### config.mk
export PLATFORM = sky130hd
export DESIGN_NAME = player_physics
export DESIGN_NICKNAME = d
export VERILOG_FILES = /design/src/rtl/player_physics.sv
export SDC_FILE = /design/constraint.sdc
export NUM_CORES = 1
export LEC_CHECK = 0
export CAP_MARGIN = 30
export CELL_PAD_IN_SITES_DETAIL_PLACEMENT = 0
export CELL_PAD_IN_SITES_GLOBAL_PLACEMENT = 2
export CORE_AREA = 3 3 211 213
export DETAILED_ROUTE_END_ITERATION = 7
export DIE_AREA = 0 0 214 216
export PLACE_DENSITY = 0.9
export RECOVER_POWER = 50
export SLEW_MARGIN = 20
export SYNTH_ARGS = -nofsm -noshare
export SYNTH_HDL_FRONTEND = slang
export SYNTH_SLANG_ARGS = --single-unit
### constraint.sdc
create_clock -name clk_i -period 8.98 [get_ports clk_i]
set_input_delay 0.898 -clock clk_i [delete_from_list [all_inputs] [get_ports clk_i]]
set_output_delay 0.898 -clock clk_i [all_outputs]
set_load 0.02 [all_outputs]
### src/rtl/player_physics.sv
// Per-frame player velocity update: run, friction, gravity, buffered/coyote
// jump and dash. Speed vectors are {x[63:32], y[31:0]}, signed 16.16 per axis.
//
// state | meaning
// IDLE  | wait for frame_i; latch inputs, age jump buffer and coyote timer
// RUN   | horizontal accel/friction, facing update (skipped while dashing)
// VERT  | gravity, then buffered jump if still within coyote grace (skipped while dashing)
// DASH  | dash freeze countdown or new dash; result registered to outputs
// DONE  | outputs presented, valid_o high for this single cycle
module player_physics #(
    parameter int MAX_DJUMP    = 1,
    parameter int JBUF_FRAMES  = 4,
    parameter int GRACE_FRAMES = 6,
    parameter int DASH_FRAMES  = 4
) (
    input  logic        clk_i,
    input  logic        rst_i,
    input  logic        frame_i,
    input  logic [5:0]  btn_i,
    input  logic        on_ground_i,
    input  logic [63:0] spd_i,
    output logic [63:0] spd_o,
    output logic        valid_o,
    output logic [1:0]  djump_o,
    output logic        dashing_o,
    output logic        flip_o
);

    localparam int JW = $clog2(JBUF_FRAMES + 1);
    localparam int GW = $clog2(GRACE_FRAMES + 1);
    localparam int DW = $clog2(DASH_FRAMES + 1);

    localparam logic signed [31:0] ONE      = 32'sh0001_0000;
    localparam logic signed [31:0] NEG_ONE  = 32'shFFFF_0000;
    localparam logic signed [31:0] DECEL    = 32'sh0000_2666;
    localparam logic signed [31:0] ACC_GND  = 32'sh0000_9999;
    localparam logic signed [31:0] ACC_AIR  = 32'sh0000_6666;
    localparam logic signed [31:0] G_FULL   = 32'sh0000_35C3;
    localparam logic signed [31:0] G_HALF   = 32'sh0000_1AE1;
    localparam logic signed [31:0] APEX     = 32'sh0000_2666;
    localparam logic signed [31:0] NEG_APEX = 32'shFFFF_D99A;
    localparam logic signed [31:0] MAX_FALL = 32'sh0002_0000;
    localparam logic signed [31:0] JUMP_Y   = 32'shFFFE_0000;
    localparam logic signed [31:0] DASH_AX  = 32'sh0005_0000;
    localparam logic signed [31:0] DASH_DG  = 32'sh0003_8918;

    typedef enum logic [2:0] {IDLE, RUN, VERT, DASH, DONE} state_t;

    // Move v toward t by at most a, never overshooting t.
    function automatic logic signed [31:0] appr(input logic signed [31:0] v,
                                                input logic signed [31:0] t,
                                                input logic signed [31:0] a);
        logic signed [31:0] r;
        if (v > t) begin
            r = v - a;
            if (r < t) r = t;
        end else begin
            r = v + a;
            if (r > t) r = t;
        end
        return r;
    endfunction

    state_t             state_q;
    logic signed [31:0] x_q, y_q;
    logic               left_q, right_q, up_q, down_q;
    logic               gnd_q, dpress_q;
    logic               jump_prev_q, dash_prev_q;
    logic [JW-1:0]      jbuf_q;
    logic [GW-1:0]      grace_q;
    logic [DW-1:0]      dash_cnt_q;
    logic [1:0]         djump_q;
    logic [63:0]        spd_q;
    logic               valid_q, dashing_q, flip_q, djump_o_unused;
    logic [1:0]         djump_out_q;

    logic               jpress_d;
    logic               left_only, right_only, frozen;
    logic signed [31:0] run_x_d, vert_y_d, dash_x_d, dash_y_d, grav_y, accel, dir_tgt, grav;
    logic               jump_now, dash_start, h_dir, v_dir;
    logic signed [31:0] dash_mag;

    assign spd_o          = spd_q;
    assign valid_o        = valid_q;
    assign djump_o        = djump_out_q;
    assign dashing_o      = dashing_q;
    assign flip_o         = flip_q;
    assign djump_o_unused = 1'b0;

    // Per-stage arithmetic, evaluated from the latched frame state.
    always_comb begin
        jpress_d   = btn_i[1] & ~jump_prev_q;
        frozen     = (dash_cnt_q != '0);
        left_only  = left_q & ~right_q;
        right_only = right_q & ~left_q;

        accel   = gnd_q ? ACC_GND : ACC_AIR;
        dir_tgt = left_only ? NEG_ONE : (right_only ? ONE : 32'sh0);
        if (x_q > ONE)          run_x_d = appr(x_q, ONE, DECEL);
        else if (x_q < NEG_ONE) run_x_d = appr(x_q, NEG_ONE, DECEL);
        else                    run_x_d = appr(x_q, dir_tgt, accel);

        grav     = (y_q <= APEX && y_q >= NEG_APEX) ? G_HALF : G_FULL;
        grav_y   = gnd_q ? y_q : appr(y_q, MAX_FALL, grav);
        jump_now = (jbuf_q != '0) && (grace_q != '0);
        vert_y_d = jump_now ? JUMP_Y : grav_y;

        dash_start = ~frozen & dpress_q & (djump_q != 2'd0);
        h_dir      = left_only | right_only;
        v_dir      = up_q | down_q;
        dash_mag   = (h_dir && v_dir) ? DASH_DG : DASH_AX;
        if (!h_dir && !v_dir) begin
            dash_x_d = flip_q ? -DASH_AX : DASH_AX;
            dash_y_d = 32'sh0;
        end else begin
            dash_x_d = left_only ? -dash_mag : (right_only ? dash_mag : 32'sh0);
            // up wins over down when both are held
            dash_y_d = up_q ? -dash_mag : (down_q ? dash_mag : 32'sh0);
        end
    end

    // Frame-update FSM with registered outputs.
    always_ff @(posedge clk_i) begin
        if (rst_i) begin
            state_q     <= IDLE;
            x_q         <= '0;
            y_q         <= '0;
            left_q      <= 1'b0;
            right_q     <= 1'b0;
            up_q        <= 1'b0;
            down_q      <= 1'b0;
            gnd_q       <= 1'b0;
            dpress_q    <= 1'b0;
            jump_prev_q <= 1'b0;
            dash_prev_q <= 1'b0;
            jbuf_q      <= '0;
            grace_q     <= '0;
            dash_cnt_q  <= '0;
            djump_q     <= 2'(MAX_DJUMP);
            djump_out_q <= 2'(MAX_DJUMP);
            spd_q       <= '0;
            valid_q     <= 1'b0;
            dashing_q   <= 1'b0;
            flip_q      <= 1'b0;
        end else begin
            case (state_q)
                IDLE: begin
                    if (frame_i) begin
                        x_q         <= spd_i[63:32];
                        y_q         <= spd_i[31:0];
                        left_q      <= btn_i[5];
                        right_q     <= btn_i[4];
                        up_q        <= btn_i[3];
                        down_q      <= btn_i[2];
                        gnd_q       <= on_ground_i;
                        dpress_q    <= btn_i[0] & ~dash_prev_q;
                        jump_prev_q <= btn_i[1];
                        dash_prev_q <= btn_i[0];
                        if (jpress_d)           jbuf_q <= JW'(JBUF_FRAMES);
                        else if (jbuf_q != '0)  jbuf_q <= jbuf_q - JW'(1);
                        if (on_ground_i)        grace_q <= GW'(GRACE_FRAMES);
                        else if (grace_q != '0) grace_q <= grace_q - GW'(1);
                        if (on_ground_i)        djump_q <= 2'(MAX_DJUMP);
                        state_q <= RUN;
                    end
                end
                RUN: begin
                    if (!frozen) begin
                        x_q <= run_x_d;
                        if (left_only)  flip_q <= 1'b1;
                        if (right_only) flip_q <= 1'b0;
                    end
                    state_q <= VERT;
                end
                VERT: begin
                    if (!frozen) begin
                        y_q <= vert_y_d;
                        if (jump_now) begin
                            jbuf_q  <= '0;
                            grace_q <= '0;
                        end
                    end
                    state_q <= DASH;
                end
                DASH: begin
                    if (frozen) begin
                        dash_cnt_q <= dash_cnt_q - DW'(1);
                        dashing_q  <= (dash_cnt_q != DW'(1));
                        spd_q      <= {x_q, y_q};
                        djump_out_q <= djump_q;
                    end else if (dash_start) begin
                        dash_cnt_q  <= DW'(DASH_FRAMES);
                        dashing_q   <= 1'b1;
                        djump_q     <= djump_q - 2'd1;
                        djump_out_q <= djump_q - 2'd1;
                        x_q         <= dash_x_d;
                        y_q         <= dash_y_d;
                        spd_q       <= {dash_x_d, dash_y_d};
                    end else begin
                        dashing_q   <= 1'b0;
                        spd_q       <= {x_q, y_q};
                        djump_out_q <= djump_q;
                    end
                    valid_q <= 1'b1;
                    state_q <= DONE;
                end
                DONE: begin
                    valid_q <= 1'b0;
                    state_q <= IDLE;
                end
                default: state_q <= IDLE;
            endcase
        end
    end

endmodule

==> results of run 1 <==
-- cells by family after synthesis --
family	count (synthesis)	share of synthesized area (%)
buf+inv	225	6.12
simple gates	787	25.4
compound gates	707	31.2
mux	10	0.645
fa+ha+maj	114	9.31
xor+xnor	134	7.56
flops	155	19.7
-- synthesized netlist by cell type, drive strengths merged (19+ instances only) --
master and instances:
nor2 217, a21o 19, a31oi 31, a22oi 34
a221oi 25, or3 25, and3 21, nand3 61
buf 59, ha 109, o211ai 45, nor3 95
inv 49, xor2 60, nor2b 27, clkbuf 113
a211oi 56, nor4 34, dfxtp 155, a21oi 169
nand2 174, nand4 25, o21ai 153, xnor2 74
nand2b 27
-- tightest hold or removal path: stages (launching register included) --
cell and delay (ns):
dfxtp_1 0.31, nand2_1 0.05, a21oi_1 0.05
-- layer usage --
| layer | track usage (%) | wire length [um] |
|---|---|---|
| met3 | 3.38 | 4200 |
| met1 | 34.0 | 26600 |
| met2 | 44.1 | 29600 |
| met4 | 10.4 | 2240 |
| met5 | 0 | 0 |
-- power by group through the flow --
stage / combinational (uW) / clock (uW) / sequential [uW]
2_1_floorplan: 1410 / 0 / 813
3_3_place_gp: 1800 / 0 / 962
3_5_place_dp: 1810 / 0 / 963
4_1_cts: 1820 / 752 / 948
5_1_grt: 2040 / 777 / 956
6_report: 1870 / 745 / 948
-- worst paths after layout --
path,to,from,slack (ns)
max,x_q[7]$_SDFFE_PP0P_,gnd_q$_SDFFE_PP0P_,1.60
min,djump_o[1]$_SDFFE_PP0P_,djump_o[1]$_SDFFE_PP0P_,0.45
max reg2reg,x_q[7]$_SDFFE_PP0P_,gnd_q$_SDFFE_PP0P_,1.60
min reg2reg,djump_o[1]$_SDFFE_PP0P_,djump_o[1]$_SDFFE_PP0P_,0.45
-- per-stage QoR --
stage                     hold WS (ns)  instances  total power [uW]  instance area [sq um]
final                            0.448       2748              3560                  17900
after floorplan                  0.431       2132              2230                  15700
after CTS                        0.455       2744              3520                  17900
after detailed placement         0.448       2712              2770                  17300
after global routing             0.473       2748              3780                  17900
after global placement           0.439       2710              2770                  17300
-- state kept, by name, summed over array words and instances (netlist names), 2 cells and up --
signal and flops:
djump_q 2, state_q 3, spd_o 64, djump_o 2
x_q 32, dash_cnt_q 3, y_q 32, jbuf_q 3
grace_q 3
-- final cells by class --
type | instances | share of cell area (%)
Clock buffer | 18 | 2.45
Clock inverter | 14 | 0.754
Inverter | 53 | 1.11
Multi-Input combinational cell | 1752 | 65.1
Sequential cell | 155 | 17.3
Tap cell | 585 | 4.08
Timing Repair Buffer | 171 | 9.17
==> out/metrics.cfg, run 1 <==
[cells_and_area]
nets = 2338
fillCellCount = 4476
diodes = 0
final_common_cell = nor2_1
drive_gt1_share_pct = 6.61
layout.cells.most_common_list = nor2_1 (210), nand2_1 (171), a21oi_1 (162)
final_util_pct = 41.8
syn_to_final_growth_pct = 14.0
multi_input_area_sq_mm = 0.0117
regArea_sq_mm = 0.00310

[yosys]
seq_area_frac_synth_pct = 19.7
synth-edff-count = 0
synthArstFlopShare_pct = 0
syn-num-nets = 2320
synth_area_leaders = dfxtp_1 (20%), ha_1 (8.7%), a21oi_1 (5.2%)
yosys.area.top_type = dfxtp_1
synth_warnings = 0
ys.flop_type = dfxtp_1
synth.distinct_cells = 116
ys_ff_latch = 155
syn_area_sq_mm = 0.0157
synth.top_cell.area_share_pct = 19.7
synth_cells = 2132
synth_area_per_cell_sq_um = 7.37

[clock_network]
numCtsBuffers = 17
cts_tree = done
cts_max_level = 4
postCtsResizedCells = 0
post_cts_buffers = 0
cts_hold_buffers = 0
clk_latency_ns = 0.47
cts_sinks = 155
clockBufferDepth = 2
cts-root-buf = clkbuf_16
clkSlewWorstSetupHoldPaths_ns = 0.07

[outcome]
status = finished, violations left
violations = capacitance limit, slew limit

[die]
die_w_um = 214
num_rows = 76
ioPinCount = 143
start_util_pct = 36.7
die-area_sq_mm = 0.0462
core-area_sq_mm = 0.0429
die_y_um = 216

[power]
p_per_area_mw_per_mm2 = 199
clockPowerShare_pct = 20.9
ir_drop_mv = 0.145
p_sw_share_pct = 48.6
switchingPower_uw = 1730
combPwrFrac_pct = 52.5
leakage_uw = 0.00678
internal_power_uw = 1830
seqPwrFrac_pct = 26.6

[global_route]
overflow = 0
grt_pass1_wl_um = 96700
first_global_vias = 16285
grt_usage_pct = 26.2
grt_antenna_before_repair = 0
grt_max_degree = 78

[sta]
rsz0062_at_grt = no
slew_viol_final = 232
fin_crit_sh_pct = 82.2
setup_viol = 0
worst_pin_slew_ns = 3.71
finClkSkew_ns = 0.0147
setup_slack_ns = 1.60
fmax_mhz = 135
min_period_ns = 7.38
final_hold_viol_count = 0
setup_tns_ns = 0
slew_headroom_pct = -147

[critical_path]
end_kind = register
crit_fanout = 21
worstSetupPathType = register to register
r2r_cells = 20
cp_cell_sequence = inv_1, ha_1, nand2b_1, a211oi_2, o31ai_1, a211o_1, a211oi_2, o21ai_0, xnor2_1, ha_1, nand4_1, a2111oi_0, and3_1, o2111ai_1, nor4bb_1, and4_4, a31oi_4, a21boi_2, nand2_1, a221oi_1
critPathBufInv = 1
path_delay_family = compound AO/OA/AOI/OAI gates
critPathRequiredTime_ns = 9.33
startpoint_type = register
cp_slowest_cell = dfxtp_1
max_stage_delay_ns = 0.94
worstPathArrival_ns = 7.73
path_depth = 20

[worst_hold_path]
hold_path_depth = 2
hold_path.class = register to register

[drt]
ant_nets = 0
routed_wl_um = 62600
drt-initial-drc-count = 1498
via_per_inst = 6.21
vias = 17057
drc = 0
wl_per_cell_um = 22.8
drt_pass1_iterations = 6

[placed_design]
numPortBuffers = 142
dp_slack_ns = 1.81
gp_congestion = 0.945
dp_hpwl_um = 46000

[job]
drv_cap = 4

(Power assumes the default switching activity.)
==> run 2: changes to the inputs <==
--- a/config.mk
+++ b/config.mk
@@ -8,10 +8,10 @@
 export CAP_MARGIN = 30
 export CELL_PAD_IN_SITES_DETAIL_PLACEMENT = 0
 export CELL_PAD_IN_SITES_GLOBAL_PLACEMENT = 2
-export CORE_AREA = 3 3 211 213
+export CORE_AREA = 3 3 216 218
 export DETAILED_ROUTE_END_ITERATION = 7
-export DIE_AREA = 0 0 214 216
-export PLACE_DENSITY = 0.9
+export DIE_AREA = 0 0 219 221
+export PLACE_DENSITY = 0.87
 export RECOVER_POWER = 50
 export SLEW_MARGIN = 20
 export SYNTH_ARGS = -nofsm -noshare
==> constraint.sdc (replaced) <==
create_clock -name clk_i -period 7.02 [get_ports clk_i]
set_input_delay 0.702 -clock clk_i [delete_from_list [all_inputs] [get_ports clk_i]]
set_output_delay 0.702 -clock clk_i [all_outputs]
set_load 0.02 [all_outputs]
==> out/metrics.cfg, run 2 (same netlist as run 1, synthesis figures left out) <==
[outcome]
status = finished, violations left
violations = capacitance limit, slew limit

[clock_network]
cts_max_level = 4
cts_tree = done
postCtsResizedCells = 0
numCtsBuffers = 17
clockBufferDepth = 2
clk_latency_ns = 0.47
cts_hold_buffers = 0
post_cts_buffers = 0
cts-root-buf = clkbuf_16
cts_sinks = 155
clkSlewWorstSetupHoldPaths_ns = 0.07

[global_route]
grt_antenna_before_repair = 0
first_global_vias = 16219
overflow = 0
grt_usage_pct = 25.8
grt_max_degree = 57
grt_pass1_wl_um = 98600

[cells_and_area]
syn_to_final_growth_pct = 15.7
final_util_pct = 40.4
layout.cells.most_common_list = nor2_1 (210), nand2_1 (171), a21oi_1 (162)
diodes = 0
nets = 2375
drive_gt1_share_pct = 8.32
final_common_cell = nor2_1
largest_reg_flops = 64

[critical_path]
path_delay_family = compound AO/OA/AOI/OAI gates
end_kind = register
critPathBufInv = 2
r2r_start = y_q[2]$_SDFFE_PP0P_
critPathRequiredTime_ns = 7.38
max_stage_delay_ns = 0.60
crit_path_start = y_q[2]$_SDFFE_PP0P_
path_depth = 23
r2r_slack_ns = 0.64
crit_fanout = 14
crit_end = y_q[13]$_SDFFE_PP0P_
worstSetupPathType = register to register
cp_slowest_cell = dfxtp_1
reg2reg_to = y_q[13]$_SDFFE_PP0P_
r2r_cells = 23
cp_cell_sequence = inv_1, o21ai_0, a31oi_1, a31oi_1, o22ai_1, nand4_1, o31a_1, fa_1, or4b_1, a21oi_2, o21bai_1, a21oi_2, o211ai_2, or3_4, nor4_2, xor2_1, nor4_1, ha_1, nand2b_1, buf_4, a31oi_4, o21ai_2, nor4_2
worstPathArrival_ns = 6.75
startpoint_type = register

[placed_design]
gp_congestion = 0.944
numPortBuffers = 142
dp_hpwl_um = 48100

[die]
start_util_pct = 34.9
die-area_sq_mm = 0.0484
die_w_um = 219
num_rows = 78
core-area_sq_mm = 0.0451
die_y_um = 221
ioPinCount = 143

[sta]
slew_headroom_pct = -86.4
worst_hold_slack_ns = 0.450
fmax_mhz = 157
rsz0062_at_grt = no
finClkSkew_ns = 0.0118
final_hold_viol_count = 0
setup_viol = 0
fin_crit_sh_pct = 90.9
worst_pin_slew_ns = 2.80
slew_viol_final = 110
setup_tns_ns = 0
min_period_ns = 6.38

[drt]
drc = 0
ant_nets = 0
wl_per_cell_um = 23.0
drt_pass1_iterations = 6
routed_wl_um = 64300
via_per_inst = 6.05
vias = 16944
drt-initial-drc-count = 1598

[job]
drv_cap = 2

[worst_hold_path]
hold_path_depth = 2
hold_path.class = register to register

[power]
p_per_area_mw_per_mm2 = 251
leakage_uw = 0.00697
ir_drop_mv = 0.181

[run 2: cell types whose count changed in the layout (fill, tap and decap cells not counted), sizes merged]
| cell | before | now |
|---|---|---|
| clkdlybuf4s50 | 71 | 72 |
| inv | 56 | 54 |
| clkinvlp | 3 | 2 |
| clkinv | 7 | 10 |
| clkbuf | 24 | 22 |
| buf | 24 | 64 |
| dlygate4sd3 | 70 | 69 |
| bufinv | 1 | 0 |
[run 2: power by group]
group	leakage [uW]	total (uW)	switching, uW	internal [uW]
clock network	0.000268	917	445	471
registers	0.00127	1100	151	953
logic	0.00543	2540	1620	922
[run 2: per-stage QoR]
stage,instance area [sq um],std cells,power (uW),setup WS (ns)
2_1_floorplan,15700,2132,2850,1.41
3_3_place_gp,17600,2766,3610,0.828
3_5_place_dp,17700,2768,3610,0.711
4_1_cts,18200,2800,4540,0.686
5_1_grt,18200,2800,4840,0.188
6_report,18200,2800,4560,0.637
[run 2: layout make-up]
type                            instances  area [sq um]
Multi-Input combinational cell       1752         11700
Inverter                               53           199
Clock buffer                           19           443
Timing Repair Buffer                  208          1910
Fill cell                            4713         26900
Clock inverter                         13           113
Sequential cell                       155          3100
Tap cell                              600           751
[run 2: routing by layer]
layer / global-route usage [%] / wire length [um] / vias up
met5: 0 / 0 / -
met4: 7.55 / 1770 / 0
met3: 3.57 / 3980 / 105
met2: 43.4 / 30800 / 644
met1: 34.2 / 27800 / 8180
li1: - / - / 8015
[run 2: worst reg2reg max path: stages, from the launching register on]
cell and delay, ns:
dfxtp_1 0.60, inv_1 0.24, o21ai_0 0.20, a31oi_1 0.10
a31oi_1 0.16, o22ai_1 0.12, nand4_1 0.10, o31a_1 0.54
fa_1 0.34, or4b_1 0.47, a21oi_2 0.20, o21bai_1 0.10
a21oi_2 0.25, o211ai_2 0.16, or3_4 0.43, nor4_2 0.18
xor2_1 0.13, nor4_1 0.28, ha_1 0.32, nand2b_1 0.17
buf_4 0.20, a31oi_4 0.42, o21ai_2 0.25, nor4_2 0.36
[run 2: worst min-delay path by stage]
| stage | slack [ns] | startpoint | endpoint |
|---|---|---|---|
| final | 0.45 | spd_o[59]$_SDFFE_PP0P_ | spd_o[59]$_SDFFE_PP0P_ |
| after floorplan | 0.43 | dash_prev_q$_SDFFE_PP0P_ | dash_prev_q$_SDFFE_PP0P_ |
| after global placement | 0.44 | dash_prev_q$_SDFFE_PP0P_ | dash_prev_q$_SDFFE_PP0P_ |
| after CTS | 0.45 | dash_prev_q$_SDFFE_PP0P_ | dash_prev_q$_SDFFE_PP0P_ |
| after detailed placement | 0.44 | dash_prev_q$_SDFFE_PP0P_ | dash_prev_q$_SDFFE_PP0P_ |
| after global routing | 0.47 | spd_o[61]$_SDFFE_PP0P_ | spd_o[61]$_SDFFE_PP0P_ |
